`src/rtl/reduce_pkg.sv`:
```
// Shared types and helpers for the pipelined reduction tree (reduce_tree_pipe).
// apply_op works on a 64-bit container; callers cast to and from their own word width.
package reduce_pkg;

    typedef enum logic [1:0] {
        OP_AND      = 2'b00,
        OP_OR       = 2'b01,
        OP_XOR      = 2'b10,
        OP_FULL_AND = 2'b11
    } reduce_op_e;

    localparam int MAX_WIDTH = 64;

    function automatic int levels(input int port_num);
        return $clog2(port_num);
    endfunction

    // FULL_AND combines like AND inside the tree; only the final output squeezes it to one bit.
    function automatic logic [MAX_WIDTH-1:0] apply_op(input reduce_op_e op,
                                                      input logic [MAX_WIDTH-1:0] a,
                                                      input logic [MAX_WIDTH-1:0] b);
        case (op)
            OP_OR:   return a | b;
            OP_XOR:  return a ^ b;
            default: return a & b;
        endcase
    endfunction

endpackage

```
`src/rtl/reduce_stage.sv`:
```
// One tree level: folds IN_WORDS words pairwise into IN_WORDS/2 and registers
// data, op and valid. The whole stage advances only when en is high.
module reduce_stage #(
    parameter int IN_WORDS = 2,
    parameter int WIDTH    = 8
) (
    input  logic                              clk,
    input  logic                              reset,
    input  logic                              en,
    input  logic                              in_valid,
    input  logic [1:0]                        in_op,
    input  logic [IN_WORDS*WIDTH-1:0]         in_data,
    output logic                              out_valid,
    output logic [1:0]                        out_op,
    output logic [(IN_WORDS/2)*WIDTH-1:0]     out_data
);
    import reduce_pkg::*;

    localparam int OUT_WORDS = IN_WORDS / 2;

    logic                        valid_q, valid_d;
    logic [1:0]                  op_q, op_d;
    logic [OUT_WORDS*WIDTH-1:0]  data_q, data_d;
    logic [OUT_WORDS*WIDTH-1:0]  comb_data;

    always_comb begin
        comb_data = '0;
        for (int k = 0; k < OUT_WORDS; k++) begin
            comb_data[k*WIDTH +: WIDTH] = WIDTH'(apply_op(reduce_op_e'(in_op),
                                                          64'(in_data[(2*k)*WIDTH +: WIDTH]),
                                                          64'(in_data[(2*k+1)*WIDTH +: WIDTH])));
        end
    end

    always_comb begin
        valid_d = valid_q;
        op_d    = op_q;
        data_d  = data_q;
        if (en) begin
            valid_d = in_valid;
            op_d    = in_op;
            data_d  = comb_data;
        end
    end

    always_ff @(posedge clk) begin
        if (reset) begin
            valid_q <= 1'b0;
            op_q    <= 2'b00;
            data_q  <= '0;
        end else begin
            valid_q <= valid_d;
            op_q    <= op_d;
            data_q  <= data_d;
        end
    end

    assign out_valid = valid_q;
    assign out_op    = op_q;
    assign out_data  = data_q;

endmodule

```
`src/rtl/reduce_tree_pipe.sv`:
```
// Pipelined PORT_NUM-input reducer (AND/OR/XOR/FULL_AND) with valid/ready on both sides.
// Define REDUCE_TREE_STATS_EN to add the saturating accepted-result counter out_count.
module reduce_tree_pipe #(
    parameter int PORT_NUM = 8,
    parameter int WIDTH    = 8
) (
    input  logic                        clk,
    input  logic                        reset,
    input  logic                        in_valid,
    output logic                        in_ready,
    input  logic [PORT_NUM*WIDTH-1:0]   in_data,
    input  logic [1:0]                  in_op,
    output logic                        out_valid,
    input  logic                        out_ready,
    output logic [WIDTH-1:0]            out_q
`ifdef REDUCE_TREE_STATS_EN
    ,
    output logic [15:0]                 out_count
`endif
);
    import reduce_pkg::*;

    localparam int LEVELS = levels(PORT_NUM);

    // Handshake: a beat moves on a cycle where valid && ready. The whole pipe
    // (bubbles included) moves together on adv, so in_ready is simply adv.
    logic adv;

    logic                       s0_valid_q, s0_valid_d;
    logic [1:0]                 s0_op_q, s0_op_d;
    logic [PORT_NUM*WIDTH-1:0]  s0_data_q, s0_data_d;

    logic [1:0]                 last_op;
    logic [WIDTH-1:0]           last_data;

    always_comb begin
        adv        = !out_valid || out_ready;
        in_ready   = adv;
        s0_valid_d = s0_valid_q;
        s0_op_d    = s0_op_q;
        s0_data_d  = s0_data_q;
        if (adv) begin
            s0_valid_d = in_valid;
            s0_op_d    = in_op;
            s0_data_d  = in_data;
        end
    end

    always_ff @(posedge clk) begin
        if (reset) begin
            s0_valid_q <= 1'b0;
            s0_op_q    <= 2'b00;
            s0_data_q  <= '0;
        end else begin
            s0_valid_q <= s0_valid_d;
            s0_op_q    <= s0_op_d;
            s0_data_q  <= s0_data_d;
        end
    end

    for (genvar i = 1; i <= LEVELS; i++) begin : g_lvl
        localparam int IW = PORT_NUM >> (i - 1);
        logic                       valid;
        logic [1:0]                 op;
        logic [(IW/2)*WIDTH-1:0]    data;

        if (i == 1) begin : g_first
            reduce_stage #(.IN_WORDS(IW), .WIDTH(WIDTH)) u_stage (
                .clk       (clk),
                .reset     (reset),
                .en        (adv),
                .in_valid  (s0_valid_q),
                .in_op     (s0_op_q),
                .in_data   (s0_data_q),
                .out_valid (valid),
                .out_op    (op),
                .out_data  (data)
            );
        end else begin : g_next
            reduce_stage #(.IN_WORDS(IW), .WIDTH(WIDTH)) u_stage (
                .clk       (clk),
                .reset     (reset),
                .en        (adv),
                .in_valid  (g_lvl[i-1].valid),
                .in_op     (g_lvl[i-1].op),
                .in_data   (g_lvl[i-1].data),
                .out_valid (valid),
                .out_op    (op),
                .out_data  (data)
            );
        end
    end

    assign out_valid = g_lvl[LEVELS].valid;
    assign last_op   = g_lvl[LEVELS].op;
    assign last_data = g_lvl[LEVELS].data;

    // The tree ran FULL_AND as AND; collapsing the surviving word finishes the full reduction.
    always_comb begin
        out_q = '0;
        if (out_valid) begin
            if (reduce_op_e'(last_op) == OP_FULL_AND) begin
                out_q[0] = &last_data;
            end else begin
                out_q = last_data;
            end
        end
    end

`ifdef REDUCE_TREE_STATS_EN
    logic [15:0] count_q, count_d;

    always_comb begin
        count_d = count_q;
        if (out_valid && out_ready && (count_q != 16'hFFFF)) begin
            count_d = count_q + 16'd1;
        end
    end

    always_ff @(posedge clk) begin
        if (reset) begin
            count_q <= 16'd0;
        end else begin
            count_q <= count_d;
        end
    end

    assign out_count = count_q;
`endif

endmodule

```
`config.mk`:
```
export PLATFORM = sky130hd
export DESIGN_NAME = reduce_tree_pipe
export DESIGN_NICKNAME = d
export VERILOG_FILES = /design/src/rtl/reduce_pkg.sv /design/src/rtl/reduce_stage.sv /design/src/rtl/reduce_tree_pipe.sv
export SDC_FILE = /design/constraint.sdc
export NUM_CORES = 1
export LEC_CHECK = 0
export CAP_MARGIN = 20
export CORE_ASPECT_RATIO = 2
export CORE_UTILIZATION = 30
export CTS_CLUSTER_SIZE = 20
export DETAILED_ROUTE_END_ITERATION = 10
export GPL_ROUTABILITY_DRIVEN = 0
export PLACE_DENSITY_LB_ADDON = 0.12
export SLEW_MARGIN = 20
export SYNTH_ARGS = -nofsm -noshare
export SYNTH_HDL_FRONTEND = slang
export SYNTH_HIERARCHICAL = 1
export SYNTH_SLANG_ARGS = --single-unit
```
`constraint.sdc`:
```
create_clock -name clk -period 2.03 [get_ports clk]
set_input_delay 0.203 -clock clk [delete_from_list [all_inputs] [get_ports clk]]
set_output_delay 0.203 -clock clk [all_outputs]
set_load 0.05 [all_outputs]
```
-- Yosys cells after proc, flatten, opt, wreduce, memory -nomap -nowiden
Cells that the tools add are included.
Widths: inputs -> output; s select.
- logic and storage cells: 53
- input port bits: 70
- output and inout port bits: 10
- flip-flop bits (word level): 132
- equality and inequality tests: 7
- mux-type cells: 10
- bitwise gates (word level): 21
- reductions and logical operators: 3
- operators by type and width (cell ; number):
    $pmux 8 s2 ; 7
    $and 8x8->8 ; 7
    $or 8x8->8 ; 7
    $xor 8x8->8 ; 7
    $eq 2x2->1 const B ; 4
    $mux 8 ; 1
    $reduce_and 8->1 ; 1
    $mux 7 ; 1
    $eq 2x1->1 const B ; 3
    $logic_not 1->1 ; 1
    $logic_or 1x1->1 ; 1
    $mux 1 ; 1

-- Logic depth before layout (Yosys ltp)
- word-level depth: 3
- depth in mapped cells: 9
- mapped depth without buffers: 5

-- Cells and area by module
The synthesis kept the hierarchy.
- by module, submodules not included (module ; area an instance (um2) ; times used ; sequential area each (um2) ; cells an instance):
    reduce_stage at g_lvl[1].g_first.u_stage ; 2887.8 ; 1 ; 700.7 ; 325
    reduce_tree_pipe ; 2573.7 ; 1 ; 1341.3 ; 304
    reduce_stage at g_lvl[2].g_next.u_stage ; 1562.7 ; 1 ; 380.4 ; 170
    reduce_stage at g_lvl[3].g_next.u_stage ; 853.3 ; 1 ; 220.2 ; 92

-- Worst setup path after synthesis
No wires, ideal clock.
- kind: reg-to-reg
- from: register g_lvl[3].g_next.u_stage.valid_q
- to: register g_lvl[1].g_first.u_stage.data_q[16]
- buffers on the path: 4
- path slack: -75 ps
- arrival time: 2017 ps
- setup time: 88 ps
- cell stages (with the launch flop): 10
- clock period less this slack: 2105 ps
- required time: 1942 ps
- cell sequence: dfxtp_1 -> nor2b_4 -> buf_6 -> inv_4 -> buf_2 -> buf_6 -> nand2_4 -> buf_6 -> o22ai_1 -> a311oi_2
- cells in the longest elaborated chain, start to end: 2
- RTL lines (what ; line ; RTL):
    start: declaration ; reduce_stage.sv:21 ; logic valid_q, valid_d;
    start signal: assignment ; reduce_stage.sv:52 ; valid_q <= valid_d;
    $logic_not 1->1 ; reduce_tree_pipe.sv:37 ; adv = !out_valid || out_ready;
    $logic_or 1x1->1 ; reduce_tree_pipe.sv:37 ;
    net in_ready ; reduce_tree_pipe.sv:10 ; output logic in_ready,
    end signal: assignment ; reduce_stage.sv:54 ; data_q <= data_d;
    end: declaration ; reduce_stage.sv:23 ; logic [OUT_WORDS*WIDTH-1:0] data_q, data_d;
The timed path passes the listed nets, and every way through them passes these cells.
A chain may end at the register's enable or synchronous reset.

-- Worst setup path after layout
- from: register g_lvl[3].g_next.u_stage.valid_q
- to: output port in_ready
- cells in the longest elaborated chain, start to end: 2
- RTL lines (what ; line):
    $logic_not 1->1 ; reduce_tree_pipe.sv:37
    $logic_or 1x1->1 ; reduce_tree_pipe.sv:37
    end: declaration ; reduce_tree_pipe.sv:10
Every way passes these cells.

==> metrics.json <==
{
  "top_level_ports": 80,
  "synthesized_area_per_cell_um2": 8.84,
  "num-fill-cells": 2727,
  "cts_buffers": 17,
  "setup_viol": 0,
  "drive_above_1_share_pct": 14.9,
  "core_mm2": 0.0258,
  "maxCapViolCount": 0,
  "cells_traversed_along_the_worst_timing_path": "nor2b_4, inv_4, buf_12, buf_4",
  "routed_wirelength_um": 19200,
  "timing.critical_path.buf_inv": 3,
  "grt_start_max_net_pins": 68,
  "dp_hpwl_um": 13500,
  "fin_setup_tns_ns": 0,
  "hold_path_class": "input pin to flip-flop",
  "vdd_drop_max_mv": 0.458,
  "cts_resized": 0,
  "cts_hold_repair.buffers": 0,
  "initial_core_util_pct": 30.6,
  "timing_worst_slew_pin_value_ns": 0.516,
  "chipWidth_um": 117,
  "fin_skew_ns": 0.00550,
  "run_status": "completed",
  "worst-endpoint-required_ns": 1.83,
  "drt-pass1-iter-count": 4,
  "numClockSinks": 132,
  "area.growth.synth_to_final_pct": 22.2,
  "clock_tree.buffer_depth": 2,
  "critical_path.slowest_cell": "sky130_fd_sc_hd__dfxtp_2",
  "detail_route.vias_per_cell": 4.58,
  "synth_area_mm2": 0.00788,
  "number_of_drc_markers_after_the_initial_detailed_route_iteration": 157,
  "ys_warn_count": 6,
  "grt_pass1_wl_um": 32100,
  "synth_seq_cells": 132,
  "power.density_mw_per_mm2": 737,
  "design.die.area_mm2": 0.0269,
  "critical-path-max-stage-delay_ns": 0.34,
  "critical_path.top_delay_family": "buffers and inverters",
  "route.detailed.wl_per_inst_um": 14.7,
  "final.period_utilization_pct": 91.8,
  "layout_common_cells": "sky130_fd_sc_hd__nand2_1 (168), sky130_fd_sc_hd__dfxtp_1 (131), sky130_fd_sc_hd__inv_1 (118), sky130_fd_sc_hd__ha_1 (118), sky130_fd_sc_hd__clkdlybuf4s50_1 (69)",
  "placement.io_buffers": 79,
  "post-route-min-period_ns": 1.86,
  "timing.fmax_ghz": 0.537,
  "vias_in_the_first_global_route": 6128,
  "maxSlewViolCount": 0,
  "route.detailed.drc": 0,
  "syn-instance-count": 891,
  "grt_antenna_before_repair": 0,
  "clk_latency_ns": 0.43,
  "total_area_of_multi_input_combinational_cells_mm2": 0.00433,
  "postRouteAntennaNets": 0,
  "number_of_antenna_diodes": 0,
  "leakage_nw": 3.94,
  "groute.usage.overall_pct": 15.8,
  "crit_fanout": 40,
  "finalPower_w": 0.00710,
  "globalRoute.totalOverflow": 0,
  "number_of_distinct_library_cells_after_synthesis": 38,
  "layout_setup_ws_ns": 0.166,
  "yosysSeqAreaShare_pct": 33.5,
  "timing.final.hold_violations": 0,
  "rsz0062_at_grt": "false",
  "dieHeight_um": 231,
  "timing.critical_path.arrival_ns": 1.66,
  "sequential_cell_area_mm2": 0.00264,
  "critical_path_class": "flip-flop to output port",
  "tritoncts": "built",
  "clock_h_tree_levels": 4,
  "vias": 5988,
  "rows": 83,
  "worst_relative_slew_slack_pct": 65.6,
  "dpl.cell_count": 1277,
  "fin_cells": 1308,
  "final_common_cell": "sky130_fd_sc_hd__nand2_1",
  "pre_cts_setup_slack_ns": 0.160,
  "clkSlewWorstSetupHoldPaths_ns": 0.06,
  "cts.repair_timing.setup_buffer_count": 0,
  "crit_path_end_kind": "output port",
  "synth_fp_nets": 1079,
  "design.final.nets": 1144,
  "setup.worst_path.start_class": "flip-flop",
  "cell_chosen_for_the_clock_root": "sky130_fd_sc_hd__clkbuf_16"
}
[logic make-up (layout without fill, tap and decap cells)]
logic type      count (synthesis)  in the layout  share of synthesized area [%]
fa+ha+maj                     118            118                           18.7
compound gates                184            184                           18.7
simple gates                  272            272                           16.3
flops                         132            132                           33.5
buf+inv                       176            253                           11.5
mux                             9              9                           1.14
[where the power goes]
part	internal (W)	switching, W	total [W]
sequential	0.00276	0.000154	0.00291
combinational	0.000452	0.000472	0.000924
clock	0.00210	0.00116	0.00326
total	0.00531	0.00179	0.00710
[worst paths after layout]
| kind | to | slack, ns | cells past startpoint | startpoint |
|---|---|---|---|---|
| setup / recovery | in_ready | 0.17 | 4 | g_lvl[3].g_next.u_stage/out_valid$_SDFFE_PP0P_ |
| hold / removal | g_lvl[3].g_next.u_stage/out_op[0]$_SDFFE_PP0P_ | 0.22 | 2 | reset |
| setup reg to reg | g_lvl[1].g_first.u_stage/out_data[24]$_SDFFE_PP0P_ | 0.26 | 5 | s0_op_q[0]$_SDFFE_PP0P_ |
| hold reg to reg | s0_data_q[27]$_SDFFE_PP0P_ | 0.47 | 2 | s0_data_q[27]$_SDFFE_PP0P_ |
[layout make-up]
| type | instances | share of cell area (%) |
|---|---|---|
| inverter | 119 | 4.67 |
| sequential | 132 | 27.5 |
| tap | 340 | 4.42 |
| multi-input combinational | 583 | 45.0 |
| clock buffer | 20 | 4.75 |
| timing repair buffer | 103 | 12.0 |
| clock inverter | 11 | 1.64 |
[synthesized netlist by cell type, drive strengths merged]
cell type	n	area, µm²
nand2	190	773
dfxtp	132	2640
inv	119	449
ha	118	1480
a21oi	70	425
a311oi	53	646
o22ai	53	338
buf	51	433
nand2b	46	288
mux2i	9	90.1
nor2	9	33.8
and2	7	43.8
or2b	7	52.6
clkbuf	6	23.8
nor2b	6	47.5
a211oi	3	37.5
nand3b	3	22.5
o21ai	3	15.0
a21boi	1	7.51
and2b	1	7.51
and3	1	6.26
nand3	1	5.00
nand4	1	6.26
o211ai	1	7.51
[registers in the layout (all words and copies together), names as in the netlist]
signal	flops
s0_op_q	2
s0_valid_q	1
s0_data_q	64
g_lvl.g_first.u_stage/out_op	2
g_lvl.g_first.u_stage/out_data	32
g_lvl.g_next.u_stage/out_data	24
g_lvl.g_next.u_stage/out_op	4
g_lvl.g_next.u_stage/out_valid	2
g_lvl.g_first.u_stage/out_valid	1
[through the flow]
step	hold slack, ns	cell area, µm²	utilization, %
floorplan	0.271	7880	-
global placement	0.457	9010	35.0
detailed placement	0.467	9010	35.0
CTS	0.194	9620	37.4
global route	0.229	9620	37.4
finish	0.217	9620	37.4
[routing by layer]
layer,vias up,track usage (%),part of all wire [%]
met4,0,6.72,2.1
met5,-,0,0
met1,2806,16.7,41
met3,20,2.72,2.2
li1,3080,-,-
met2,82,29.6,54
[worst reg2reg max path, stage by stage, from the launching register on]
cell and delay (ns):
sky130_fd_sc_hd__dfxtp_1 0.37, sky130_fd_sc_hd__inv_1 0.07, sky130_fd_sc_hd__ha_1 0.40, sky130_fd_sc_hd__nand2_4 0.40, sky130_fd_sc_hd__o22ai_1 0.14, sky130_fd_sc_hd__a311oi_1 0.29
No activity file was read; power rests on OpenSTA's default activity.
